<file path="config.mk">
export PLATFORM = sky130hd
export DESIGN_NAME = mc8051_mem_arb_flat
export DESIGN_NICKNAME = d
export VERILOG_FILES = /design/src/rtl/mc8051_mem_arb_if.sv /design/src/rtl/mc8051_mem_arb.sv /design/src/flat_wrapper.sv
export SDC_FILE = /design/constraint.sdc
export NUM_CORES = 1
export LEC_CHECK = 0
export ABC_AREA = 1
export BUFFER_PORTS_ARGS = -buffer_cell sky130_fd_sc_hd__buf_4
export CAP_MARGIN = 0
export CORE_ASPECT_RATIO = 1.25
export CORE_UTILIZATION = 47
export CTS_CLUSTER_DIAMETER = 30
export DETAILED_ROUTE_END_ITERATION = 7
export GPL_TIMING_DRIVEN = 0
export PLACE_DENSITY = 0.8
export SYNTH_ARGS = -nofsm -noshare
export SYNTH_HDL_FRONTEND = slang
export SYNTH_SLANG_ARGS = --single-unit
</file>
<file path="constraint.sdc">
create_clock -name clk -period 1.5 [get_ports clk]
set_input_delay 0.15 -clock clk [delete_from_list [all_inputs] [get_ports clk]]
set_output_delay 0.15 -clock clk [all_outputs]
set_load 0.005 [all_outputs]
</file>
<file path="src/rtl/mc8051_mem_arb_if.sv">
// Bus bundle for the mc8051 external-memory arbiter: two requesting masters,
// one shared slave port, plus owner/timeout status and FSM debug visibility.
interface mc8051_mem_arb_if;
  // Handshake: a master raises a request by pulling any of we_n/rd_n/psen_n
  // low and keeps all of its strobes, addr and wdata stable until its
  // one-cycle o_*_data_rdy pulse; o_*_rdata is valid in that same cycle.
  // On the slave side, mem_data_rdy is honoured only while a mem strobe is low.
  logic        i_cpu_we_n;
  logic        i_cpu_rd_n;
  logic        i_cpu_psen_n;
  logic        i_cpu_sfr_n;
  logic [15:0] i_cpu_addr;
  logic [7:0]  i_cpu_wdata;
  logic [7:0]  o_cpu_rdata;
  logic        o_cpu_data_rdy;

  logic        i_aux_we_n;
  logic        i_aux_rd_n;
  logic        i_aux_psen_n;
  logic        i_aux_sfr_n;
  logic [15:0] i_aux_addr;
  logic [7:0]  i_aux_wdata;
  logic [7:0]  o_aux_rdata;
  logic        o_aux_data_rdy;

  logic        mem_we_n;
  logic        mem_rd_n;
  logic        mem_psen_n;
  logic        mem_sfr_n;
  logic [15:0] mem_addr;
  logic [7:0]  mem_wdata;
  logic [7:0]  mem_rdata;
  logic        mem_data_rdy;

  logic [1:0]  o_owner;
  logic        o_timeout_err;

  logic [1:0]  fsm_state;
  logic [7:0]  starve_cnt;

  modport slave (
    input  i_cpu_we_n, i_cpu_rd_n, i_cpu_psen_n, i_cpu_sfr_n, i_cpu_addr, i_cpu_wdata,
    output o_cpu_rdata, o_cpu_data_rdy,
    input  i_aux_we_n, i_aux_rd_n, i_aux_psen_n, i_aux_sfr_n, i_aux_addr, i_aux_wdata,
    output o_aux_rdata, o_aux_data_rdy,
    output mem_we_n, mem_rd_n, mem_psen_n, mem_sfr_n, mem_addr, mem_wdata,
    input  mem_rdata, mem_data_rdy,
    output o_owner, o_timeout_err, fsm_state, starve_cnt
  );

  modport master (
    output i_cpu_we_n, i_cpu_rd_n, i_cpu_psen_n, i_cpu_sfr_n, i_cpu_addr, i_cpu_wdata,
    input  o_cpu_rdata, o_cpu_data_rdy,
    output i_aux_we_n, i_aux_rd_n, i_aux_psen_n, i_aux_sfr_n, i_aux_addr, i_aux_wdata,
    input  o_aux_rdata, o_aux_data_rdy,
    input  mem_we_n, mem_rd_n, mem_psen_n, mem_sfr_n, mem_addr, mem_wdata,
    output mem_rdata, mem_data_rdy,
    input  o_owner, o_timeout_err, fsm_state, starve_cnt
  );
endinterface

</file>
<file path="src/rtl/mc8051_mem_arb.sv">
// Two-master (cpu/aux) arbiter for the mc8051 external memory/SFR port with
// fixed cpu priority, bounded aux starvation and a slave-timeout watchdog.
module mc8051_mem_arb #(
  parameter int         STARVE_LIMIT = 3,
  parameter int         TIMEOUT_CYC  = 64,
  parameter logic [7:0] TO_RDATA     = 8'hFF
) (
  input logic             clk,
  input logic             reset,
  mc8051_mem_arb_if.slave bus
);

  typedef enum logic [1:0] {
    IDLE = 2'd0,
    BUSY = 2'd1,
    DONE = 2'd2
  } state_t;

  localparam int SL_W = (STARVE_LIMIT > 0) ? $clog2(STARVE_LIMIT + 1) : 1;
  localparam int TO_W = (TIMEOUT_CYC > 1) ? $clog2(TIMEOUT_CYC) : 1;
  localparam logic [SL_W-1:0] SL_MAX  = SL_W'(STARVE_LIMIT);
  localparam logic [TO_W-1:0] TO_LAST = (TIMEOUT_CYC > 0) ? TO_W'(TIMEOUT_CYC - 1) : '0;
  localparam logic SL_EN = (STARVE_LIMIT > 0);
  localparam logic TO_EN = (TIMEOUT_CYC > 0);

  state_t          state_q, state_d;
  logic [SL_W-1:0] starve_q, starve_d;
  logic [TO_W-1:0] to_cnt_q;

  logic        mem_we_q, mem_rd_q, mem_psen_q, mem_sfr_q;
  logic [15:0] mem_addr_q;
  logic [7:0]  mem_wdata_q;
  logic [7:0]  cpu_rdata_q, aux_rdata_q;
  logic        cpu_rdy_q, aux_rdy_q, to_err_q;
  logic [1:0]  owner_q;

  logic        cpu_req, aux_req;
  logic        grant_cpu, grant_aux;
  logic        win_we_n, win_rd_n, win_psen_n, win_sfr_n;
  logic [15:0] win_addr;
  logic [7:0]  win_wdata;
  logic        sel_we, sel_rd, sel_psen;
  logic        rdy_hit, to_hit;

  // State register
  always_ff @(posedge clk) begin
    if (reset) begin
      state_q  <= IDLE;
      starve_q <= '0;
    end else begin
      state_q  <= state_d;
      starve_q <= starve_d;
    end
  end

  // Next-state logic
  always_comb begin
    state_d = state_q;
    unique case (state_q)
      IDLE:    if (grant_cpu || grant_aux) state_d = BUSY;
      BUSY:    if (rdy_hit || to_hit) state_d = DONE;
      DONE:    state_d = IDLE;
      default: state_d = IDLE;
    endcase
  end

  // Output/decision logic: arbitration, strobe selection, completion events
  always_comb begin
    cpu_req   = ~(bus.i_cpu_we_n & bus.i_cpu_rd_n & bus.i_cpu_psen_n);
    aux_req   = ~(bus.i_aux_we_n & bus.i_aux_rd_n & bus.i_aux_psen_n);
    grant_cpu = 1'b0;
    grant_aux = 1'b0;
    starve_d  = starve_q;

    if (state_q == IDLE) begin
      if (cpu_req && aux_req) begin
        if (SL_EN && (starve_q == SL_MAX)) grant_aux = 1'b1;
        else                               grant_cpu = 1'b1;
      end else if (aux_req) begin
        grant_aux = 1'b1;
      end else if (cpu_req) begin
        grant_cpu = 1'b1;
      end
      // Starvation only accumulates while aux is actually left waiting.
      if (!aux_req || grant_aux)                 starve_d = '0;
      else if (grant_cpu && (starve_q != SL_MAX)) starve_d = starve_q + 1'b1;
    end

    if (grant_aux) begin
      win_we_n   = bus.i_aux_we_n;
      win_rd_n   = bus.i_aux_rd_n;
      win_psen_n = bus.i_aux_psen_n;
      win_sfr_n  = bus.i_aux_sfr_n;
      win_addr   = bus.i_aux_addr;
      win_wdata  = bus.i_aux_wdata;
    end else begin
      win_we_n   = bus.i_cpu_we_n;
      win_rd_n   = bus.i_cpu_rd_n;
      win_psen_n = bus.i_cpu_psen_n;
      win_sfr_n  = bus.i_cpu_sfr_n;
      win_addr   = bus.i_cpu_addr;
      win_wdata  = bus.i_cpu_wdata;
    end

    // Exactly one strobe forwarded: write beats data read beats code read.
    sel_we   = ~win_we_n;
    sel_rd   = win_we_n & ~win_rd_n;
    sel_psen = win_we_n & win_rd_n & ~win_psen_n;

    rdy_hit = (state_q == BUSY) && bus.mem_data_rdy;
    to_hit  = TO_EN && (state_q == BUSY) && !bus.mem_data_rdy && (to_cnt_q == TO_LAST);
  end

  // Registered bus and completion outputs
  always_ff @(posedge clk) begin
    if (reset) begin
      mem_we_q    <= 1'b1;
      mem_rd_q    <= 1'b1;
      mem_psen_q  <= 1'b1;
      mem_sfr_q   <= 1'b1;
      mem_addr_q  <= '0;
      mem_wdata_q <= '0;
      cpu_rdata_q <= '0;
      aux_rdata_q <= '0;
      cpu_rdy_q   <= 1'b0;
      aux_rdy_q   <= 1'b0;
      to_err_q    <= 1'b0;
      owner_q     <= 2'b00;
      to_cnt_q    <= '0;
    end else begin
      cpu_rdy_q <= 1'b0;
      aux_rdy_q <= 1'b0;
      to_err_q  <= 1'b0;
      unique case (state_q)
        IDLE: begin
          if (grant_cpu || grant_aux) begin
            mem_we_q    <= ~sel_we;
            mem_rd_q    <= ~sel_rd;
            mem_psen_q  <= ~sel_psen;
            mem_sfr_q   <= win_sfr_n;
            mem_addr_q  <= win_addr;
            mem_wdata_q <= win_wdata;
            owner_q     <= grant_aux ? 2'b10 : 2'b01;
            to_cnt_q    <= '0;
          end
        end
        BUSY: begin
          if (rdy_hit || to_hit) begin
            mem_we_q   <= 1'b1;
            mem_rd_q   <= 1'b1;
            mem_psen_q <= 1'b1;
            mem_sfr_q  <= 1'b1;
            to_err_q   <= to_hit;
            if (owner_q == 2'b10) begin
              aux_rdata_q <= rdy_hit ? bus.mem_rdata : TO_RDATA;
              aux_rdy_q   <= 1'b1;
            end else begin
              cpu_rdata_q <= rdy_hit ? bus.mem_rdata : TO_RDATA;
              cpu_rdy_q   <= 1'b1;
            end
          end else if (TO_EN) begin
            to_cnt_q <= to_cnt_q + 1'b1;
          end
        end
        DONE:    owner_q <= 2'b00;
        default: owner_q <= 2'b00;
      endcase
    end
  end

  assign bus.mem_we_n       = mem_we_q;
  assign bus.mem_rd_n       = mem_rd_q;
  assign bus.mem_psen_n     = mem_psen_q;
  assign bus.mem_sfr_n      = mem_sfr_q;
  assign bus.mem_addr       = mem_addr_q;
  assign bus.mem_wdata      = mem_wdata_q;
  assign bus.o_cpu_rdata    = cpu_rdata_q;
  assign bus.o_cpu_data_rdy = cpu_rdy_q;
  assign bus.o_aux_rdata    = aux_rdata_q;
  assign bus.o_aux_data_rdy = aux_rdy_q;
  assign bus.o_owner        = owner_q;
  assign bus.o_timeout_err  = to_err_q;
  assign bus.fsm_state      = state_q;
  assign bus.starve_cnt     = 8'(starve_q);

endmodule

</file>
<file path="src/flat_wrapper.sv">
// flat-port wrapper written by rule: the top's interface ports become plain ports
module mc8051_mem_arb_flat 
#(
  parameter int         STARVE_LIMIT = 3,
  parameter int         TIMEOUT_CYC  = 64,
  parameter logic [7:0] TO_RDATA     = 8'hFF
)
  (clk, reset, bus_i_cpu_we_n, bus_i_cpu_rd_n, bus_i_cpu_psen_n, bus_i_cpu_sfr_n, bus_i_cpu_addr, bus_i_cpu_wdata, bus_o_cpu_rdata, bus_o_cpu_data_rdy, bus_i_aux_we_n, bus_i_aux_rd_n, bus_i_aux_psen_n, bus_i_aux_sfr_n, bus_i_aux_addr, bus_i_aux_wdata, bus_o_aux_rdata, bus_o_aux_data_rdy, bus_mem_we_n, bus_mem_rd_n, bus_mem_psen_n, bus_mem_sfr_n, bus_mem_addr, bus_mem_wdata, bus_mem_rdata, bus_mem_data_rdy, bus_o_owner, bus_o_timeout_err, bus_fsm_state, bus_starve_cnt);
  mc8051_mem_arb_if bus_i ();
  input logic clk;
  input logic reset;
  input wire logic [$bits(bus_i.i_cpu_we_n)-1:0] bus_i_cpu_we_n;
  input wire logic [$bits(bus_i.i_cpu_rd_n)-1:0] bus_i_cpu_rd_n;
  input wire logic [$bits(bus_i.i_cpu_psen_n)-1:0] bus_i_cpu_psen_n;
  input wire logic [$bits(bus_i.i_cpu_sfr_n)-1:0] bus_i_cpu_sfr_n;
  input wire logic [$bits(bus_i.i_cpu_addr)-1:0] bus_i_cpu_addr;
  input wire logic [$bits(bus_i.i_cpu_wdata)-1:0] bus_i_cpu_wdata;
  output wire logic [$bits(bus_i.o_cpu_rdata)-1:0] bus_o_cpu_rdata;
  output wire logic [$bits(bus_i.o_cpu_data_rdy)-1:0] bus_o_cpu_data_rdy;
  input wire logic [$bits(bus_i.i_aux_we_n)-1:0] bus_i_aux_we_n;
  input wire logic [$bits(bus_i.i_aux_rd_n)-1:0] bus_i_aux_rd_n;
  input wire logic [$bits(bus_i.i_aux_psen_n)-1:0] bus_i_aux_psen_n;
  input wire logic [$bits(bus_i.i_aux_sfr_n)-1:0] bus_i_aux_sfr_n;
  input wire logic [$bits(bus_i.i_aux_addr)-1:0] bus_i_aux_addr;
  input wire logic [$bits(bus_i.i_aux_wdata)-1:0] bus_i_aux_wdata;
  output wire logic [$bits(bus_i.o_aux_rdata)-1:0] bus_o_aux_rdata;
  output wire logic [$bits(bus_i.o_aux_data_rdy)-1:0] bus_o_aux_data_rdy;
  output wire logic [$bits(bus_i.mem_we_n)-1:0] bus_mem_we_n;
  output wire logic [$bits(bus_i.mem_rd_n)-1:0] bus_mem_rd_n;
  output wire logic [$bits(bus_i.mem_psen_n)-1:0] bus_mem_psen_n;
  output wire logic [$bits(bus_i.mem_sfr_n)-1:0] bus_mem_sfr_n;
  output wire logic [$bits(bus_i.mem_addr)-1:0] bus_mem_addr;
  output wire logic [$bits(bus_i.mem_wdata)-1:0] bus_mem_wdata;
  input wire logic [$bits(bus_i.mem_rdata)-1:0] bus_mem_rdata;
  input wire logic [$bits(bus_i.mem_data_rdy)-1:0] bus_mem_data_rdy;
  output wire logic [$bits(bus_i.o_owner)-1:0] bus_o_owner;
  output wire logic [$bits(bus_i.o_timeout_err)-1:0] bus_o_timeout_err;
  output wire logic [$bits(bus_i.fsm_state)-1:0] bus_fsm_state;
  output wire logic [$bits(bus_i.starve_cnt)-1:0] bus_starve_cnt;
  assign bus_i.i_cpu_we_n = bus_i_cpu_we_n;
  assign bus_i.i_cpu_rd_n = bus_i_cpu_rd_n;
  assign bus_i.i_cpu_psen_n = bus_i_cpu_psen_n;
  assign bus_i.i_cpu_sfr_n = bus_i_cpu_sfr_n;
  assign bus_i.i_cpu_addr = bus_i_cpu_addr;
  assign bus_i.i_cpu_wdata = bus_i_cpu_wdata;
  assign bus_o_cpu_rdata = bus_i.o_cpu_rdata;
  assign bus_o_cpu_data_rdy = bus_i.o_cpu_data_rdy;
  assign bus_i.i_aux_we_n = bus_i_aux_we_n;
  assign bus_i.i_aux_rd_n = bus_i_aux_rd_n;
  assign bus_i.i_aux_psen_n = bus_i_aux_psen_n;
  assign bus_i.i_aux_sfr_n = bus_i_aux_sfr_n;
  assign bus_i.i_aux_addr = bus_i_aux_addr;
  assign bus_i.i_aux_wdata = bus_i_aux_wdata;
  assign bus_o_aux_rdata = bus_i.o_aux_rdata;
  assign bus_o_aux_data_rdy = bus_i.o_aux_data_rdy;
  assign bus_mem_we_n = bus_i.mem_we_n;
  assign bus_mem_rd_n = bus_i.mem_rd_n;
  assign bus_mem_psen_n = bus_i.mem_psen_n;
  assign bus_mem_sfr_n = bus_i.mem_sfr_n;
  assign bus_mem_addr = bus_i.mem_addr;
  assign bus_mem_wdata = bus_i.mem_wdata;
  assign bus_i.mem_rdata = bus_mem_rdata;
  assign bus_i.mem_data_rdy = bus_mem_data_rdy;
  assign bus_o_owner = bus_i.o_owner;
  assign bus_o_timeout_err = bus_i.o_timeout_err;
  assign bus_fsm_state = bus_i.fsm_state;
  assign bus_starve_cnt = bus_i.starve_cnt;
  mc8051_mem_arb #(.STARVE_LIMIT(STARVE_LIMIT), .TIMEOUT_CYC(TIMEOUT_CYC), .TO_RDATA(TO_RDATA)) u_core (.clk(clk), .reset(reset), .bus(bus_i));
endmodule
</file>
# --- After elaboration in Yosys (flattened, before gate mapping) ---
# Index checks and enable logic that the tools add are counted.
# W data, S select, Z words.
word_totals:
  ff_bits: 59
  elab_cells: 102
  out_inout_bits: 59
  in_bits: 67
op_classes:
  bitwise: 16
  n_addsub: 2
  n_eq_ne: 8
  reduce_logical: 21
  muxes: 40
ops:
  columns: ["operator", "count"]
  rows:
  - ["$mux W1", 22]
  - ["$mux W16", 1]
  - ["$mux W8", 2]
  - ["$mux W2", 6]
  - ["$mux W6", 2]
  - ["$pmux W6 S2", 1]
  - ["$reduce_and A3 Y1", 4]
  - ["$not A1 Y1", 9]
  - ["$pmux W1 S2", 4]
  - ["$pmux W2 S2", 2]
  - ["$reduce_and A2 Y1", 4]
  - ["$and A1 B1 Y1", 7]
  - ["$add A6 B1 Y6 const B", 1]
  - ["$eq A6 B6 Y1 const B", 1]
  - ["$logic_and A1 B1 Y1", 5]
  - ["$eq A2 B2 Y1 const B", 2]
  - ["$ne A2 B1 Y1 const B", 2]
  - ["$ne A2 B2 Y1 const B", 2]
  - ["$reduce_bool A2 Y1", 2]
  - ["$logic_or A1 B1 Y1", 3]
  - ["$reduce_or A3 Y1", 1]
  - ["$add A2 B1 Y2 const B", 1]
  - ["$eq A2 B1 Y1 const B", 1]
  - ["$logic_not A2 Y1", 1]
  - ["$logic_not A1 Y1", 1]

# --- Depth between registers and ports, before layout ---
logic_depth:
  ltp_word: 13
  mapped_depth: 11
  mapped_depth_nobuf: 10

# --- Worst setup path after synthesis ---
# Ideal clock, no wire load.
synth_path:
  kind: "register to register"
  start: "register u_core.to_cnt_q[0]"
  end: "register u_core.aux_rdata_q[1] (netlist: u_core.bus.o_aux_rdata[1])"
  arrival_time_ns: 1.282
  synth_period_minus_slack_ns: 1.399
  setup_ns: 0.117
  stages_incl_launch_ff: 11
  t_required_ns: 1.383
  path_slack_ns: 0.101
  path_buffers: 1
  cell_sequence: "dfxtp_1 > ha_1 > nand2_1 > inv_1 > nand3_1 > inv_1 > nand3_1 > nand2_4 > buf_6 > a21oi_1 > nor2_1"
synth_between:
  elab_chain_cells: 4
synth_lines:
  columns: ["element", "line", "rtl"]
  rows:
  - ["start: declaration", "mc8051_mem_arb.sv:28", "logic [TO_W-1:0] to_cnt_q;"]
  - ["start signal: assignment", "mc8051_mem_arb.sv:162", "to_cnt_q <= to_cnt_q + 1'b1;"]
  - ["$eq A6 B6 Y1", "mc8051_mem_arb.sv:111", "to_hit = TO_EN && (state_q == BUSY) && !bus.mem_data_rdy && (to_cnt_q == TO_LAST);"]
  - ["$logic_and A1 B1 Y1", "mc8051_mem_arb.sv:111", null]
  - ["$logic_or A1 B1 Y1", "mc8051_mem_arb.sv:148", "if (rdy_hit || to_hit) begin"]
  - ["$reduce_and A3 Y1 (no line)", null, null]
  - ["end signal: assignment", "mc8051_mem_arb.sv:155", "aux_rdata_q <= rdy_hit ? bus.mem_rdata : TO_RDATA;"]
  - ["end: declaration", "mc8051_mem_arb.sv:33", "logic [7:0] cpu_rdata_q, aux_rdata_q;"]
# Every way passes these cells.
# A chain may end at the register's enable or synchronous reset.

# --- Worst setup path after layout ---
layout_path:
  start: "register u_core.to_cnt_q[0]"
  end: "register u_core.aux_rdata_q[3] (netlist: u_core.bus.o_aux_rdata[3])"
# Same word-level chain as after synthesis.

==> flow_metrics.env <==
export IMPL_wl_per_cell_um=14.3
export IMPL_critPathArrivalTime_ns=1.70
export IMPL_max_freq_ghz=0.698
export IMPL_htreeDepth=3
export IMPL_syn2layout_area_growth_pct=53.8
export IMPL_synth_mux_area_frac=0
export IMPL_synth_top_family_by_area="simple AND/OR/NAND/NOR gates"
export IMPL_drv_slew=0
export IMPL_dieWidth_um=70.4
export IMPL_syn_cell_area_um2=2750
export IMPL_min_period_ns=1.43
export IMPL_slowest_stage="dfxtp_4"
export IMPL_viasPerCell=5.13
export IMPL_ioPinCount=126
export IMPL_dp_hpwl_um=5600
export IMPL_syn_area_per_cell_um2=7.33
export IMPL_yosys_area_share_simple=0.285
export IMPL_synth_xor_area_share=0.00638
export IMPL_cts_tree="built"
export IMPL_num_rows=30
export IMPL_synth_fa_ha_area_frac=0.00911
export IMPL_clockBufferDepth=2
export IMPL_hold_buffers=0
export IMPL_vias=3044
export IMPL_place_ws_ns=-0.121
export IMPL_placed_cell_area_um2=3730
export IMPL_worst_slack_ns=0.0677
export IMPL_wl_um=8480
export IMPL_slew_limit_headroom=0.665
export IMPL_fin_cells=593
export IMPL_cts_buffers=9
export IMPL_drc=0
export IMPL_postSynthCellCount=375
export IMPL_drtIter0Drc=207
export IMPL_grt_ovfl_total=0
export IMPL_place_inst=562
export IMPL_antenna_found_initial=0
export IMPL_setup_violations=0
export IMPL_yosysSeqAreaShare=0.430
export IMPL_grt_max_degree=11
export IMPL_grt_first_pass_wirelength_um=12500
export IMPL_diodes=0
export IMPL_ys_seq_elements=59
export IMPL_power_leakage_nw=2.10
export IMPL_end_kind="flop"
export IMPL_cp_max_fo=5
export IMPL_numPortBuffers=118
export IMPL_cp_required_ns=1.76
export IMPL_dieArea_um2=6160
export IMPL_finalHoldViolations=0
export IMPL_die_h_um=87.5
export IMPL_power_total_mw=4.21
export IMPL_startpoint_type="flop"
export IMPL_drtPass1Iterations=5
export IMPL_slowest_delay_ns=0.37
export IMPL_clock_sinks=59
export IMPL_root_buffer="clkbuf_8"
export IMPL_synth_compound_area_frac=0.162
export IMPL_setup_tns_ns=0
export IMPL_drv_cap=0
export IMPL_grt_pass1_vias=2876
export IMPL_cellPowerDensity_nw_per_um2=996
export IMPL_finalClockSkew_ns=0.00430
export IMPL_irDropWorstVdd_uv=686
export IMPL_routabilityCongestion=0.846
export IMPL_clkLatencyLatePin_ns=0.33
export IMPL_yosys_warnings=0
export IMPL_worstSetupPathType="flop to flop"
export IMPL_grt_use_total=0.255
export IMPL_start_util=0.498
export IMPL_drtAntennaViolNets=0
export IMPL_ys_types=26
export IMPL_core_area_um2=5520
export IMPL_drive_gt1_frac=0.382
export IMPL_min_path_type="primary input to flop"
export IMPL_crit_chain="ha_4 -> nand2_1 -> inv_1 -> nand3_2 -> inv_2 -> nand3_4 -> nand2_4 -> buf_6 -> a21oi_1 -> nor2_1"
export IMPL_design_area_um2=4230
export IMPL_path_clk_slew_ns=0.07
export IMPL_status="complete, no violations"
export IMPL_fin_nets=595
export IMPL_worst_slew_pin_slew_ns=0.503
export IMPL_period_share=0.955
==> cells in the final DEF, fill, tap and decap left out, types with 4 or more instances in the layout <==
cell,instances
dfxtp_1,53
o21ai_0,19
clkbuf_8,12
nor2_1,35
inv_1,32
clkbuf_1,5
inv_2,6
dfxtp_2,4
o211ai_1,17
nor2_4,6
a21oi_1,27
buf_2,4
nand3_4,4
nand3_1,26
nand2_1,77
conb_1,6
or2_0,8
buf_4,141
o21ai_1,16
==> cell type report <==
cell class                      instances  area (µm²)
Sequential cell                        59        1190
Clock buffer                           12         165
Buffer                                 23         160
Clock inverter                          2        35.0
Tap cell                               64        80.1
Inverter                               40         155
Fill cell                             395        1290
Timing Repair Buffer                  135        1060
Multi-Input combinational cell        258        1380
==> cell usage after synthesis <==
library cell	n	share of area
ha_1	2	0.0091
a21oi_1	27	0.049
nor2_2	2	0.0046
o21ai_1	11	0.020
nor2_8	1	0.0073
nor2_4	4	0.016
clkbuf_1	6	0.0082
o21ai_0	24	0.044
dfxtp_1	59	0.43
inv_1	33	0.045
nand3_1	30	0.055
nand2_1	78	0.11
o211ai_1	17	0.046
xor2_1	2	0.0064
buf_2	6	0.011
buf_6	2	0.0082
nor2_1	36	0.049
inv_2	7	0.0096
nand4_1	3	0.0068
nand3_2	3	0.011
conb_1	1	0.0014
nand2_2	1	0.0023
nand2_4	2	0.0082
a31oi_1	1	0.0023
or2_0	8	0.018
buf_4	9	0.025
==> metal layers <==
metal	part of all wire	up-vias	wire, µm	global-route usage
met5	0	-	0	0
met4	0.018	0	152	0.113
met3	0.081	16	685	0.0833
met1	0.40	1394	3370	0.283
met2	0.50	125	4270	0.443
li1	-	1509	-	-
==> cells by family after synthesis <==
group / after synthesis
AND/OR/NAND/NOR: 168
AO/OA/AOI/OAI: 80
buffers and inverters: 63
flip-flops: 59
XOR/XNOR: 2
adder cells (fa/ha/maj): 2
other: 1
==> critical path: cells and delay by family (launching register included) <==
family | cells | cell delay, ns
AND/OR/NAND/NOR | 5 | 0.51
adder cells (fa/ha/maj) | 1 | 0.14
AO/OA/AOI/OAI | 1 | 0.06
flip-flops | 1 | 0.37
buffers and inverters | 3 | 0.30
==> sequential cells by signal, summed over array words and instances (netlist names) <==
name / count
u_core.bus.fsm_state: 2
u_core.bus.mem_addr: 16
u_core.bus.mem_psen_n: 1
u_core.bus.mem_rd_n: 1
u_core.bus.mem_sfr_n: 1
u_core.bus.mem_wdata: 8
u_core.bus.mem_we_n: 1
u_core.bus.o_aux_data_rdy: 1
u_core.bus.o_aux_rdata: 8
u_core.bus.o_cpu_data_rdy: 1
u_core.bus.o_cpu_rdata: 8
u_core.bus.o_owner: 2
u_core.bus.o_timeout_err: 1
u_core.starve_q: 2
u_core.to_cnt_q: 6
==> timing repair <==
action,4_1_cts,5_1_grt
setup buffers,2,14
endpoints found under the setup margin,26,47
pin swaps,2,9
resized for setup,10,32
cloned,0,2
==> where the power goes <==
part / internal [mW] / switching (mW)
sequential: 1.69 / 0.0763
clock: 0.882 / 0.608
combinational: 0.494 / 0.459
total: 3.07 / 1.14
==> worst paths after layout <==
check / cells after the start / end / from / slack (ns)
setup / recovery: 10 / u_core.bus.o_aux_rdata[3]$_SDFFE_PP0P_ / u_core.to_cnt_q[0]$_SDFFE_PP0P_ / 0.07
hold / removal: 3 / u_core.bus.mem_wdata[7]$_SDFFE_PP0P_ / bus_i_aux_wdata[7] / 0.06
setup reg to reg: 10 / u_core.bus.o_aux_rdata[3]$_SDFFE_PP0P_ / u_core.to_cnt_q[0]$_SDFFE_PP0P_ / 0.07
hold reg to reg: 2 / u_core.bus.mem_addr[6]$_SDFFE_PP0P_ / u_core.bus.mem_addr[6]$_SDFFE_PP0P_ / 0.46
==> per-stage QoR <==
step           hold slack [ns]   util
2_1_floorplan            0.311      -
3_3_place_gp             0.398  0.676
3_5_place_dp             0.406  0.676
4_1_cts                 0.0552  0.724
5_1_grt                 0.0514  0.766
6_report                0.0621  0.766
Note: power is estimated with default switching activity, not from simulation.
